[src/rtl/reset_sequencer.sv]
// Reset sequencer: holds every reset domain after power-on, a debounced button press
// or a software request, then releases the domains one at a time, bit 0 first.
module reset_sequencer #(
    parameter int CYCLES    = 20,
    parameter int CHANNELS  = 3,
    parameter int STAGE_GAP = 4,
    parameter int DEBOUNCE  = 8
) (
    input  logic                clk,
    input  logic                reset,
    input  logic                btn_n,
    input  logic                soft_rst_req,
    output logic [CHANNELS-1:0] resetn_o,
    output logic                done,
    output logic [1:0]          cause
);

    localparam int CNT_MAX = (CYCLES > STAGE_GAP) ? CYCLES : STAGE_GAP;
    localparam int CNT_W   = $clog2(CNT_MAX + 1);
    localparam int DB_W    = $clog2(DEBOUNCE + 1);
    localparam int STG_W   = (CHANNELS > 1) ? $clog2(CHANNELS) : 1;
    // With no gap (or a single channel) everything releases together and RELEASE is skipped.
    localparam bit DIRECT  = (STAGE_GAP == 0) || (CHANNELS == 1);

    typedef enum logic [1:0] {
        HOLD    = 2'd0,
        RELEASE = 2'd1,
        RUN     = 2'd2
    } state_t;

    logic                sync1_r;
    logic                sync2_r;
    logic                db_r;
    logic [DB_W-1:0]     db_cnt_r;
    logic                btn_trig_r;
    logic                soft_trig_r;
    state_t              state_r;
    state_t              state_s;
    logic [CNT_W-1:0]    cnt_r;
    logic [CNT_W-1:0]    cnt_s;
    logic [STG_W-1:0]    stg_r;
    logic [STG_W-1:0]    stg_s;
    logic [CHANNELS-1:0] resetn_r;
    logic [CHANNELS-1:0] resetn_s;
    logic                done_r;
    logic                done_s;
    logic [1:0]          cause_r;
    logic [1:0]          cause_s;
    logic                trig_s;
    logic                hold_done_s;
    logic                gap_done_s;
    logic                last_stg_s;

    // Button synchronizer and debouncer; btn_trig_r pulses for one cycle after a debounced fall.
    always_ff @(posedge clk or negedge reset) begin
        if (!reset) begin
            sync1_r    <= 1'b1;
            sync2_r    <= 1'b1;
            db_r       <= 1'b1;
            db_cnt_r   <= '0;
            btn_trig_r <= 1'b0;
        end else begin
            sync1_r <= btn_n;
            sync2_r <= sync1_r;
            if (sync2_r == db_r) begin
                db_cnt_r   <= '0;
                btn_trig_r <= 1'b0;
            end else if (db_cnt_r == DB_W'(DEBOUNCE - 1)) begin
                db_r       <= sync2_r;
                db_cnt_r   <= '0;
                btn_trig_r <= ~sync2_r;
            end else begin
                db_cnt_r   <= db_cnt_r + DB_W'(1);
                btn_trig_r <= 1'b0;
            end
        end
    end

    // Shared decode terms; a soft request is only honoured outside HOLD.
    always_comb begin
        trig_s      = btn_trig_r | (soft_trig_r & (state_r != HOLD));
        hold_done_s = db_r & ~btn_trig_r & (cnt_r == CNT_W'(CYCLES - 1));
        gap_done_s  = (cnt_r == CNT_W'(STAGE_GAP - 1));
        last_stg_s  = (stg_r == STG_W'(CHANNELS - 1));
    end

    // State, counter and registered outputs.
    always_ff @(posedge clk or negedge reset) begin
        if (!reset) begin
            state_r     <= HOLD;
            cnt_r       <= '0;
            stg_r       <= '0;
            resetn_r    <= '0;
            done_r      <= 1'b0;
            cause_r     <= 2'd0;
            soft_trig_r <= 1'b0;
        end else begin
            state_r     <= state_s;
            cnt_r       <= cnt_s;
            stg_r       <= stg_s;
            resetn_r    <= resetn_s;
            done_r      <= done_s;
            cause_r     <= cause_s;
            soft_trig_r <= soft_rst_req & (state_r != HOLD);
        end
    end

    // Next-state and counter logic; the counter stays at 0 while the debounced button is down.
    always_comb begin
        state_s = state_r;
        cnt_s   = cnt_r;
        stg_s   = stg_r;
        case (state_r)
            HOLD: begin
                if (btn_trig_r || !db_r) begin
                    cnt_s = '0;
                end else if (hold_done_s) begin
                    cnt_s   = '0;
                    stg_s   = STG_W'(1);
                    state_s = DIRECT ? RUN : RELEASE;
                end else begin
                    cnt_s = cnt_r + CNT_W'(1);
                end
            end
            RELEASE: begin
                if (trig_s) begin
                    state_s = HOLD;
                    cnt_s   = '0;
                    stg_s   = '0;
                end else if (gap_done_s) begin
                    cnt_s = '0;
                    stg_s = stg_r + STG_W'(1);
                    if (last_stg_s) begin
                        state_s = RUN;
                    end else begin
                        state_s = RELEASE;
                    end
                end else begin
                    cnt_s = cnt_r + CNT_W'(1);
                end
            end
            RUN: begin
                if (trig_s) begin
                    state_s = HOLD;
                    cnt_s   = '0;
                    stg_s   = '0;
                end else begin
                    state_s = RUN;
                end
            end
            default: begin
                state_s = HOLD;
                cnt_s   = '0;
                stg_s   = '0;
            end
        endcase
    end

    // Next values of the registered outputs; the button wins over a simultaneous soft request.
    always_comb begin
        resetn_s = resetn_r;
        done_s   = done_r;
        cause_s  = cause_r;
        case (state_r)
            HOLD: begin
                if (btn_trig_r) begin
                    resetn_s = '0;
                    done_s   = 1'b0;
                    cause_s  = 2'd1;
                end else if (hold_done_s) begin
                    if (DIRECT) begin
                        resetn_s = {CHANNELS{1'b1}};
                        done_s   = 1'b1;
                    end else begin
                        resetn_s = CHANNELS'(1);
                    end
                end else begin
                    resetn_s = resetn_r;
                end
            end
            RELEASE, RUN: begin
                if (trig_s) begin
                    resetn_s = '0;
                    done_s   = 1'b0;
                    cause_s  = btn_trig_r ? 2'd1 : 2'd2;
                end else if ((state_r == RELEASE) && gap_done_s) begin
                    resetn_s = resetn_r | (CHANNELS'(1) << stg_r);
                    if (last_stg_s) begin
                        done_s = 1'b1;
                    end else begin
                        done_s = done_r;
                    end
                end else begin
                    resetn_s = resetn_r;
                end
            end
            default: begin
                resetn_s = '0;
                done_s   = 1'b0;
            end
        endcase
    end

    assign resetn_o = resetn_r;
    assign done     = done_r;
    assign cause    = cause_r;

endmodule
[config.mk]
export PLATFORM = sky130hd
export DESIGN_NAME = reset_sequencer
export DESIGN_NICKNAME = d
export VERILOG_FILES = /design/src/rtl/reset_sequencer.sv
export SDC_FILE = /design/constraint.sdc
export NUM_CORES = 1
export LEC_CHECK = 0
export CAP_MARGIN = 20
export CORE_MARGIN = 5
export CORE_UTILIZATION = 40
export CTS_CLUSTER_DIAMETER = 60
export DETAILED_ROUTE_END_ITERATION = 10
export DONT_BUFFER_PORTS = 1
export PLACE_DENSITY_LB_ADDON = 0.15
export SETUP_SLACK_MARGIN = 0.3
export SLEW_MARGIN = 10
export SYNTH_ARGS = -nofsm -noshare
export SYNTH_HDL_FRONTEND = slang
export SYNTH_SLANG_ARGS = --single-unit
[constraint.sdc]
create_clock -name clk -period 2.5 [get_ports clk]
set_input_delay 0.5 -clock clk [delete_from_list [all_inputs] [get_ports clk]]
set_output_delay 0.5 -clock clk [all_outputs]
set_load 0.03 [all_outputs]
==> summary.md, run 1 <==
| Metric | Value |
|---|---|
| Slowest stage delay, CP | `0.43 ns` |
| Layout cells sized above 1 | `0.158` |
| Power per Cell Area | `570 nW/um^2` |
| Slew Limit Fails | `0` |
| Crit. End Element | `flop` |
| Synthesized flop and latch total | `24` |
| Status | `finished, final reports clean` |
| Max clock buf depth | `2` |
| Hold Startpoint | `btn_n` |
| Post-synthesis mux area share | `0.0255` |
| Worst Path Class, Setup | `flop to flop` |
| Clk_lat worst skew | `0.32 ns` |
| Final setup violation count | `0` |
| Number of inserted diodes | `0` |
| Vias | `1090` |
| Clock Sinks | `24` |
| Synth warnings | `0` |
| Layout Nets | `153` |
| Adder-cell area share of the yosys netlist | `0.0790` |
| WL/cell | `between 15 and 20 um` |
| Number of global-route vias before repair | `1102` |
| Xor/xnor cell area share of the yosys netlist | `0.0123` |
| Reg clk slew, reported paths | `0.13 ns` |
| Slew HR | `0.702` |
| CP Launch Type | `flop` |
| I/O Buffers | `0` |
| Largest fanout on the critical path | `14` |
| Cell taking the most area after synthesis | `dfrtp_1` |
| Mapped Area | `about 1400 um^2` |
| Die outline height | `69.7 um` |
| Die area | `4860 um^2` |
| Total of max-cap violations | `0` |
| Initial Util | `0.420` |
| Final Hold Vio Count | `0` |
| DRT iter0 DRCs | `37` |
| Crit path arrival time | `2.30 ns` |
| Initial antenna violation count | `0` |
| Buffers and inverters on the worst path | `1` |
| Final worst setup slack | `0.423 ns` |
| Setup TNS | `0 ns` |
| Worst setup path start | `state_r[0]` |
| GPL Wtd Cong | `0.908` |
| Hold Crit Class | `input pin to flop` |
| Core Area | `approximately 3400 um^2` |
| H-tree levels | `1` |
| Crit path cell chain | `inv_1 -> ha_2 -> nor2b_1 -> nor3_2 -> a2bb2oi_2 -> mux2_4` |
| Maximum VDD drop | `roughly 300 uV` |
| Routed Antenna Nets | `0` |
| Final Skew | `0.00283 ns` |
| Seq/Total Area, Yosys | `0.424` |
| I/O pins | `10` |
| Leakage | `between 0.6 and 0.7 nW` |
| Vias per inst | `5.89` |
| Grt ovf | `0` |
| Maximum clock rate | `481 MHz` |
| Setup bufs post-CTS | `0` |
| CTS tree | `built` |
| Pre-CTS setup slack | `0.272 ns` |
| CP max stage cell | `dfrtp_1` |
| Unique masters post-synth | `51` |
| Mapped Cells | `137` |
| WL final | `approximately 2900 um` |
| Post-DP Area | `1460 um^2` |
| Net Count, Synth | `150` |
| Power Total | `885 uW` |
| Fillers | `approximately 320` |
| Top delay family on crit path | `simple AND/OR/NAND/NOR gates` |
| Async SR Flop Fraction | `1.00` |
| Dpl hpwl | `around 2200 um` |
| Simple-Gate Fraction of Synth Area | `0.238` |
| Top cell type's share of synthesized area | `0.369` |
| Die Span X | `about 70 um` |
| Synthesized area per cell | `10.4 um^2` |
| Worst-margin pin slew | `0.445 ns` |
| All-Layer GR Usage | `0.129` |
| RSZ-0062 raised after global routing | `false` |
| Pin count of the biggest net entering global routing | `25` |
| EDFF count, synth | `0` |
| Worst R2R Start | `state_r[0]` |
| Largest cells by area after synthesis | `dfrtp_1, ha_1, dfstp_2` |
| # rows | `21` |
| Largest family of logic cells by synthesized area | `simple AND/OR/NAND/NOR gates` |
| Post-route DRC | `0` |
| Layout area overhead | `8.87%` |
| Final period utilization | `0.831` |
| CTS Buf Count | `3` |
| Root Driver | `clkbuf_4` |
| WHS | `between 0.15 and 0.2 ns` |
| Worst EP required | `2.72 ns` |
| Compound-Gate Fraction of Synth Area | `0.190` |
| First-pass GRT wire length | `~5200 um` |
| Prevailing post-synth register cell | `dfrtp_1` |
| Router iterations before antenna repair | `4` |
| Final Critical Period | `2.08 ns` |
| Final Cell Area | `1550 um^2` |
-- area by class of cell --
cell class	count	area [um^2]	area share
Sequential cell	24	604	0.390
Clock buffer	3	22.5	0.0145
Multi-Input combinational cell	102	781	0.503
Tap cell	46	57.6	0.0371
Inverter	7	26.3	0.0169
Timing Repair Buffer	2	30.0	0.0194
Clock inverter	1	30.0	0.0194
-- kinds of logic (layout without fill, tap and decap cells) --
kind of cell | count (synthesis) | count (layout)
muxes | 3 | 3
DFF | 24 | 24
buffers and inverters | 11 | 13
and+or+nand+nor | 52 | 52
xor gates and xnor gates | 2 | 2
AOI/OAI and AO/OA | 36 | 36
adders and majority gates | 9 | 9
-- worst paths after layout --
kind,to,slack [ns],cells past startpoint
max in group asynchronous,sync1_r,1.68,2
min reg2reg,sync2_r,0.37,0
min in group asynchronous,resetn_o[2],0.59,2
max,state_r[1],0.42,6
max reg2reg,state_r[1],0.42,6
min,sync1_r,0.16,0
-- worst reg2reg max path, stage by stage (launching register included) --
cell	delay [ns]
dfrtp_1	0.43
inv_1	0.11
ha_2	0.35
nor2b_1	0.15
nor3_2	0.35
a2bb2oi_2	0.26
mux2_4	0.32
-- Yosys cell counts (2+ instances only) --
library cell,count
inv_1,7
dfstp_2,3
nand2b_1,3
o21ai_0,8
buf_2,3
a21oi_1,7
o31ai_1,2
nor3_1,6
nand2_1,7
and3_2,2
dfrtp_1,21
xnor2_1,2
nor3_2,2
nor2_1,7
nand3_1,8
o22ai_1,2
nor2b_1,4
ha_1,9
a2bb2oi_1,2
-- placed cells by master (no fill, tap or decap), drive strengths merged, types with 4 or more instances in the layout --
cell type   n
o21ai       8
nor2b       4
nand3       8
a21oi       7
nand2       7
inv         7
nor2        7
ha          9
dfrtp      21
nor3        8
-- per-layer routing --
| layer | share of wire | routed length [um] | GRT usage | up-vias |
|---|---|---|---|---|
| li1 | - | - | - | 516 |
| met1 | 0.46 | 1330 | 0.171 | 534 |
| met2 | 0.45 | 1280 | 0.193 | 29 |
| met3 | 0.061 | 175 | 0.0377 | 11 |
| met4 | 0.032 | 91 | 0.0617 | 0 |
| met5 | 0 | 0 | 0 | - |
-- through the flow --
step / utilization / cells
3_5_place_dp: 0.432 / 179
2_1_floorplan: - / 137
4_1_cts: 0.458 / 185
6_report: 0.458 / 185
3_3_place_gp: 0.432 / 179
5_1_grt: 0.458 / 185
-- report_power, final --
group          internal, mW  total (mW)  switching [mW]
Combinational        0.0608       0.143          0.0820
Clock                 0.162       0.280           0.118
Sequential            0.431       0.462          0.0316
-- state kept, by name, summed over array words and instances, names as in the netlist --
name	cells
sync1_r	1
cnt_r	5
cause	2
soft_trig_r	1
sync2_r	1
db_r	1
done	1
stg_r	2
resetn_o	3
db_cnt_r	4
btn_trig_r	1
state_r	2
-- repair_timing --
item                                    4_1_cts  5_1_grt
hold endpoints to repair                     24        0
gates resized for setup                       2        0
endpoints found under the setup margin        5        0
hold buffers                                  2        0
Power figures use the tool's default switching activity.
==> run 2: changes to the inputs <==
==> constraint.sdc (replaced) <==
create_clock -name clk -period 1.9 [get_ports clk]
set_input_delay 0.38 -clock clk [delete_from_list [all_inputs] [get_ports clk]]
set_output_delay 0.38 -clock clk [all_outputs]
set_load 0.03 [all_outputs]
==> run 2 against run 1 <==
Against the previous run:
- design area increased by 22%
- clock-buffer cell count unchanged
- hold slack better by 0.030 ns
- critical endpoint unchanged
==> summary.md, run 2 (synthesis results as in run 1) <==
| Metric | Value |
|---|---|
| Status | `finished, final reports clean` |
| Final setup violation count | `0 (unchanged)` |
| GRT busiest layer | `met2` |
| Largest fanout on the critical path | `3 (-11)` |
| RSZ-0062 raised after global routing | `true` |
| WL final | `3200 um (+11%)` |
| First-pass GRT wire length | `5370 um (+4.0%)` |
| Switching pwr | `335 uW (+45%)` |
| Power per Cell Area | `650 nW/um^2 (+14%)` |
| Worst Path Class, Setup | `flop to flop` |
| Net Sw Frac | `0.273 (+0.0119)` |
| Slew HR | `0.738 (+0.0364)` |
| Pin count of the biggest net entering global routing | `25 (unchanged)` |
| Layout area overhead | `32.5%` |
| R2r setup slk | `0.13 ns (-0.29 ns)` |
| Maximum clock rate | `566 MHz (+18%)` |
| Commonest non-fill, non-tap cells in the layout | `buf_4, dfrtp_1, nor2_1, a21oi_1, nand2_1` |
| Worst R2R Start | `cnt_r[0]` |
| I/O pins | `10 (unchanged)` |
| Initial Util | `0.420 (unchanged)` |
| Grt ovf | `0 (unchanged)` |
| Max clock buf depth | `2 (unchanged)` |
| Hold Startpoint | `soft_rst_req` |
| Die Span X | `69.7 um (unchanged)` |
| Logic gate share of total power | `0.197 (+0.036)` |
| Final period utilization | `0.930 (+0.0993)` |
| # rows | `21 (unchanged)` |
| Slowest stage delay, CP | `0.44 ns (about the same)` |
| Vias | `1139 (+4.5%)` |
| Maximum VDD drop | `459 uV (+52%)` |
| Number of global-route vias before repair | `1095 (-0.64%)` |
| CP Launch Type | `flop` |
| Post-route DRC | `0 (unchanged)` |
| Die outline height | `69.7 um (unchanged)` |
| Most flop-heavy register | `cnt_r` |
| Root Driver | `clkbuf_4` |
| Top delay family on crit path | `flip-flops` |
| Clk_lat worst skew | `0.32 ns (about the same)` |
| Router iterations before antenna repair | `5 (+1)` |
| Hold Path Cell Cnt | `1 (+1)` |
| Layout Nets | `177 (+16%)` |
| Dpl hpwl | `2140 um (-1.9%)` |
| Met3 Usage GRT | `0.0391 (+0.00145)` |
| Total internal power | `891 uW (+36%)` |
| Final Critical Period | `1.77 ns (-0.310 ns)` |
| Met2 usage | `0.218 (+0.0254)` |
| I/O Buffers | `0 (unchanged)` |
| Final Skew | `0.0144 ns (+0.0116 ns)` |
| All-Layer GR Usage | `0.135 (+0.00597)` |
| DRT iter0 DRCs | `61 (+65%)` |
| Leakage | `0.779 nW (+20%)` |
| Crit path cell chain | `ha_4 -> nor4b_4 -> buf_4 -> nor3_4 -> a2bb2oi_4 -> mux2_4` |
| Number of inserted diodes | `0 (unchanged)` |
| H-tree levels | `1 (unchanged)` |
| Layout cells sized above 1 | `0.399 (+0.240)` |
| Vias per inst | `5.45 (-7.5%)` |
| GPL Wtd Cong | `0.812 (-10%)` |
| Hold Crit Class | `input pin to flop` |
| Buffers and inverters on the worst path | `1 (unchanged)` |
| Die area | `4860 um^2 (unchanged)` |
| R2R depth | `6 (unchanged)` |
| CTS Buf Count | `3 (unchanged)` |
| Fin util | `0.557 (+0.0993)` |
| Sequential share of power | `0.497 (-0.025)` |
| Most common cell after layout, fill and taps aside | `buf_4` |
| Largest register FFs | `5 (unchanged)` |
| Routed Antenna Nets | `0 (unchanged)` |
| Final Hold Vio Count | `0 (unchanged)` |
| Setup TNS | `0 ns (unchanged)` |
| Worst-margin pin slew | `0.391 ns (-0.0541 ns)` |
| FF-to-FF End | `state_r[1]` |
| Worst EP required | `2.11 ns (-0.61 ns)` |
| Slew Limit Fails | `0 (unchanged)` |
| Crit path arrival time | `1.98 ns (-0.32 ns)` |
| Total of max-cap violations | `0 (unchanged)` |
| Clk network pwr share | `0.307 (-0.009)` |
| Initial antenna violation count | `0 (unchanged)` |
| Core Area | `3390 um^2 (unchanged)` |
| Clock Sinks | `24 (unchanged)` |
| Reg clk slew, reported paths | `0.15 ns (+0.02 ns)` |
| Crit. End Element | `flop` |
| CP max stage cell | `dfrtp_1` |
| CTS tree | `built` |
| WL/cell | `15.3 um (-1.7%)` |
| Worst Hold Path EP | `soft_trig_r` |
| Met1 Use GR | `0.181 (+0.0107)` |
[run 2: cell count changes in the layout (fill, tap and decap cells not counted), sizes merged]
cell         before  now
buf               1   24
dlygate4sd3       1    2
[run 2: how the worst max path moves through the flow]
stage                          start     endpoint  slack [ns]  cells after the start
after global placement    state_r[1]  resetn_o[0]        0.11                      7
after global routing      state_r[0]     cnt_r[4]        0.06                      7
after CTS                   cnt_r[0]   state_r[1]        0.17                      6
after floorplan             cnt_r[0]   state_r[1]        0.25                      5
after detailed placement  state_r[1]   state_r[1]        0.05                      7
final                       cnt_r[0]   state_r[1]        0.13                      6
[run 2: what timing repair did]
action | in CTS | in global routing
hold buffers | 2 | 1
setup buffers | 10 | 8
endpoints found under the setup margin | 12 | 13
resized for setup | 16 | 17
pin swaps | 5 | 10
gates cloned | 0 | 0
hold endpoints to repair | 24 | 1
[run 2: final cells by class]
type / instances / area (um^2)
inverters: 7 / 26.3
repair buffers: 26 / 228
multi-input cells: 102 / 915
flip-flops and latches: 24 / 609
clock inverters: 1 / 30.0
fillers: 278 / 1500
well taps: 46 / 57.6
clock buffers: 3 / 22.5
[run 2: through the flow]
stage / hold WS [ns] / area, um^2 / total power, mW / setup slack, ns / std cells
floorplan: 0.0844 / 1460 / 0.760 / 0.254 / 137
global placement: 0.0855 / 1530 / 0.797 / 0.112 / 184
finish: 0.192 / 1890 / 1.23 / 0.133 / 209
CTS: 0.0229 / 1750 / 1.22 / 0.171 / 200
detailed placement: 0.0854 / 1530 / 0.802 / 0.0493 / 184
global route: 0.162 / 1890 / 1.30 / 0.0580 / 209
[run 2: layer usage]
layer / wire length [um] / part of all wire / vias to the layer above
met5: 0 / 0 / -
met4: 25 / 0.0078 / 0
met3: 147 / 0.046 / 2
met2: 1500 / 0.47 / 20
met1: 1520 / 0.48 / 554
li1: - / - / 563
[run 2: power groups by stage]
| stage | Clock, mW | Sequential [mW] | Combinational (mW) |
|---|---|---|---|
| 2_1_floorplan | 0 | 0.615 | 0.144 |
| 3_3_place_gp | 0 | 0.623 | 0.174 |
| 3_5_place_dp | 0 | 0.623 | 0.179 |
| 4_1_cts | 0.389 | 0.611 | 0.222 |
| 5_1_grt | 0.412 | 0.617 | 0.270 |
| 6_report | 0.376 | 0.609 | 0.241 |
==> run 3: changes to the inputs <==
==> constraint.sdc (replaced) <==
create_clock -name clk -period 2 [get_ports clk]
set_input_delay 0.4 -clock clk [delete_from_list [all_inputs] [get_ports clk]]
set_output_delay 0.4 -clock clk [all_outputs]
set_load 0.03 [all_outputs]
==> run 3 against run 2 <==
Against the previous run:
- via count shrank 1.5%
- first-iteration DRC count shrank 9.8%
- routed wire length shrank 3.7%
- total power shrank 6.5%
- worst setup slack gained 0.10 ns
- utilization shrank 4.1 points
==> summary.md, run 3 (synthesis results as in run 1) <==
| Metric | Value |
|---|---|
| CTS Buf Count | `3 (unchanged)` |
| Layout Nets | `168 (-5.1%)` |
| Maximum clock rate | `566 MHz (about the same)` |
| Vias per inst | `5.61 (+2.9%)` |
| Die outline height | `69.7 um (unchanged)` |
| Post-route DRC | `0 (unchanged)` |
| Clock Sinks | `24 (unchanged)` |
| Status | `finished, final reports clean` |
| Commonest non-fill, non-tap cells in the layout | `dfrtp_1, buf_4, nand3_1, a21oi_1, nand2_1` |
| CTS tree | `built` |
| Leakage | `0.734 nW (-5.8%)` |
| Layout area overhead | `22.8%` |
| Hold Crit Class | `input pin to asynchronous set/reset pin` |
| Final Cell Area | `1750 um^2 (-7.3%)` |
| Crit path arrival time | `1.99 ns (about the same)` |
| Final period utilization | `0.883 (-0.0473)` |
| Final Critical Period | `1.77 ns (-0.00152 ns)` |
| Power per Cell Area | `655 nW/um^2 (+0.88%)` |
| H-tree levels | `1 (unchanged)` |
| Reg clk slew, reported paths | `0.14 ns (about the same)` |
| DRT iter0 DRCs | `55 (-9.8%)` |
| Worst EP required | `2.22 ns (+0.11 ns)` |
| Most flop-heavy register | `cnt_r` |
| Largest fanout on the critical path | `6 (+3)` |
| Number of inserted diodes | `0 (unchanged)` |
| Routed Antenna Nets | `0 (unchanged)` |
| Post-DP Area | `1500 um^2 (-1.5%)` |
| Most common cell after layout, fill and taps aside | `dfrtp_1` |
| Vias | `1122 (-1.5%)` |
| Worst Path Class, Setup | `flop to flop` |
| Initial Util | `0.420 (unchanged)` |
| Router iterations before antenna repair | `4 (-1)` |
| Worst R2R Start | `cnt_r[0]` |
| WL/cell | `15.4 um (+0.67%)` |
| CP Launch Type | `flop` |
| I/O pins | `10 (unchanged)` |
| Die area | `4860 um^2 (unchanged)` |
| Worst setup path start | `cnt_r[0]` |
| GPL Wtd Cong | `0.887 (+9.1%)` |
| Slew HR | `0.652 (-0.0870)` |
| Pin count of the biggest net entering global routing | `25 (unchanged)` |
| Layout cells sized above 1 | `0.331 (-0.0676)` |
| All-Layer GR Usage | `0.132 (-0.00280)` |
| WHS | `0.0253 ns (-0.167 ns)` |
| Max clock buf depth | `2 (unchanged)` |
| Dpl hpwl | `2170 um (+1.2%)` |
| Total of max-cap violations | `0 (unchanged)` |
| WL final | `3080 um (-3.7%)` |
| Final Hold Vio Count | `0 (unchanged)` |
| Root Driver | `clkbuf_4` |
| # rows | `21 (unchanged)` |
| Die Span X | `69.7 um (unchanged)` |
| Number of global-route vias before repair | `1122 (+2.5%)` |
| RSZ-0062 raised after global routing | `true` |
| Crit. End Element | `flop` |
| Power Total | `1.15 mW (-6.5%)` |
| Initial antenna violation count | `0 (unchanged)` |
| Final Skew | `0.00413 ns (-0.0103 ns)` |
| Worst-margin pin slew | `0.523 ns (+0.132 ns)` |
| I/O Buffers | `0 (unchanged)` |
| Core Area | `3390 um^2 (unchanged)` |
| Clk_lat worst skew | `0.32 ns (about the same)` |
| First-pass GRT wire length | `5240 um (-2.3%)` |
| Setup TNS | `0 ns (unchanged)` |
| Slew Limit Fails | `0 (unchanged)` |
| Largest register FFs | `5 (unchanged)` |
| Final setup violation count | `0 (unchanged)` |
| Grt ovf | `0 (unchanged)` |
| Maximum VDD drop | `435 uV (-5.1%)` |
[run 3: cell types whose count changed in the layout (fill, tap and decap cells not counted), sizes merged]
cell / previous run / this run
buf: 24 / 17
dlygate4sd3: 2 / 0
[run 3: where the power goes]
group | internal [mW] | leakage [nW] | switching, mW | total (mW)
sequential | 0.539 | 0.322 | 0.0425 | 0.581
combinational | 0.0928 | 0.384 | 0.113 | 0.206
clock | 0.203 | 0.0279 | 0.157 | 0.360
[run 3: worst paths after layout]
path | endpoint | slack [ns] | cells after the start
setup / recovery | state_r[1] | 0.23 | 6
hold / removal | db_cnt_r[2] | 0.03 | 1
setup reg to reg | state_r[1] | 0.23 | 6
hold reg to reg | sync2_r | 0.37 | 0
max in group asynchronous | sync1_r | 1.61 | 1
min in group clk | sync1_r | 0.05 | 0
[run 3: area by class of cell]
class	instances	area, um^2
tap	46	57.6
sequential	24	604
inverter	7	26.3
clock buffer	3	22.5
clock inverter	1	30.0
multi-input combinational	102	873
fill	300	1640
timing repair buffer	17	136
[run 3: layer usage]
layer | vias up | GRT usage | part of all wire
met5 | - | 0 | 0
met4 | 0 | 0.0638 | 0.019
met3 | 4 | 0.0232 | 0.039
met2 | 22 | 0.211 | 0.47
met1 | 551 | 0.173 | 0.47
li1 | 545 | - | -
[run 3: repair_timing]
item                                   in CTS  in global routing
setup buffers                               4                  7
resized for setup                          13                 13
setup endpoints to repair                  11                 13
endpoints found under the hold margin      24                  0
hold buffers                                1                  0
pin swaps                                   2                  7
[run 3: per-stage QoR]
stage | util | std cells | setup slack, ns
final | 0.516 | 200 | 0.234
after detailed placement | 0.444 | 184 | 0.0868
after CTS | 0.490 | 193 | 0.268
after floorplan | - | 137 | 0.304
after global placement | 0.444 | 184 | 0.143
after global routing | 0.516 | 200 | 0.167
[run 3: critical path, cell delays in order, from the launching register on]
cell and delay [ns]:
dfrtp_1 0.44, ha_2 0.21, nor4b_4 0.13, buf_6 0.14
nor3_4 0.22, a2bb2oi_4 0.21, mux2_4 0.32
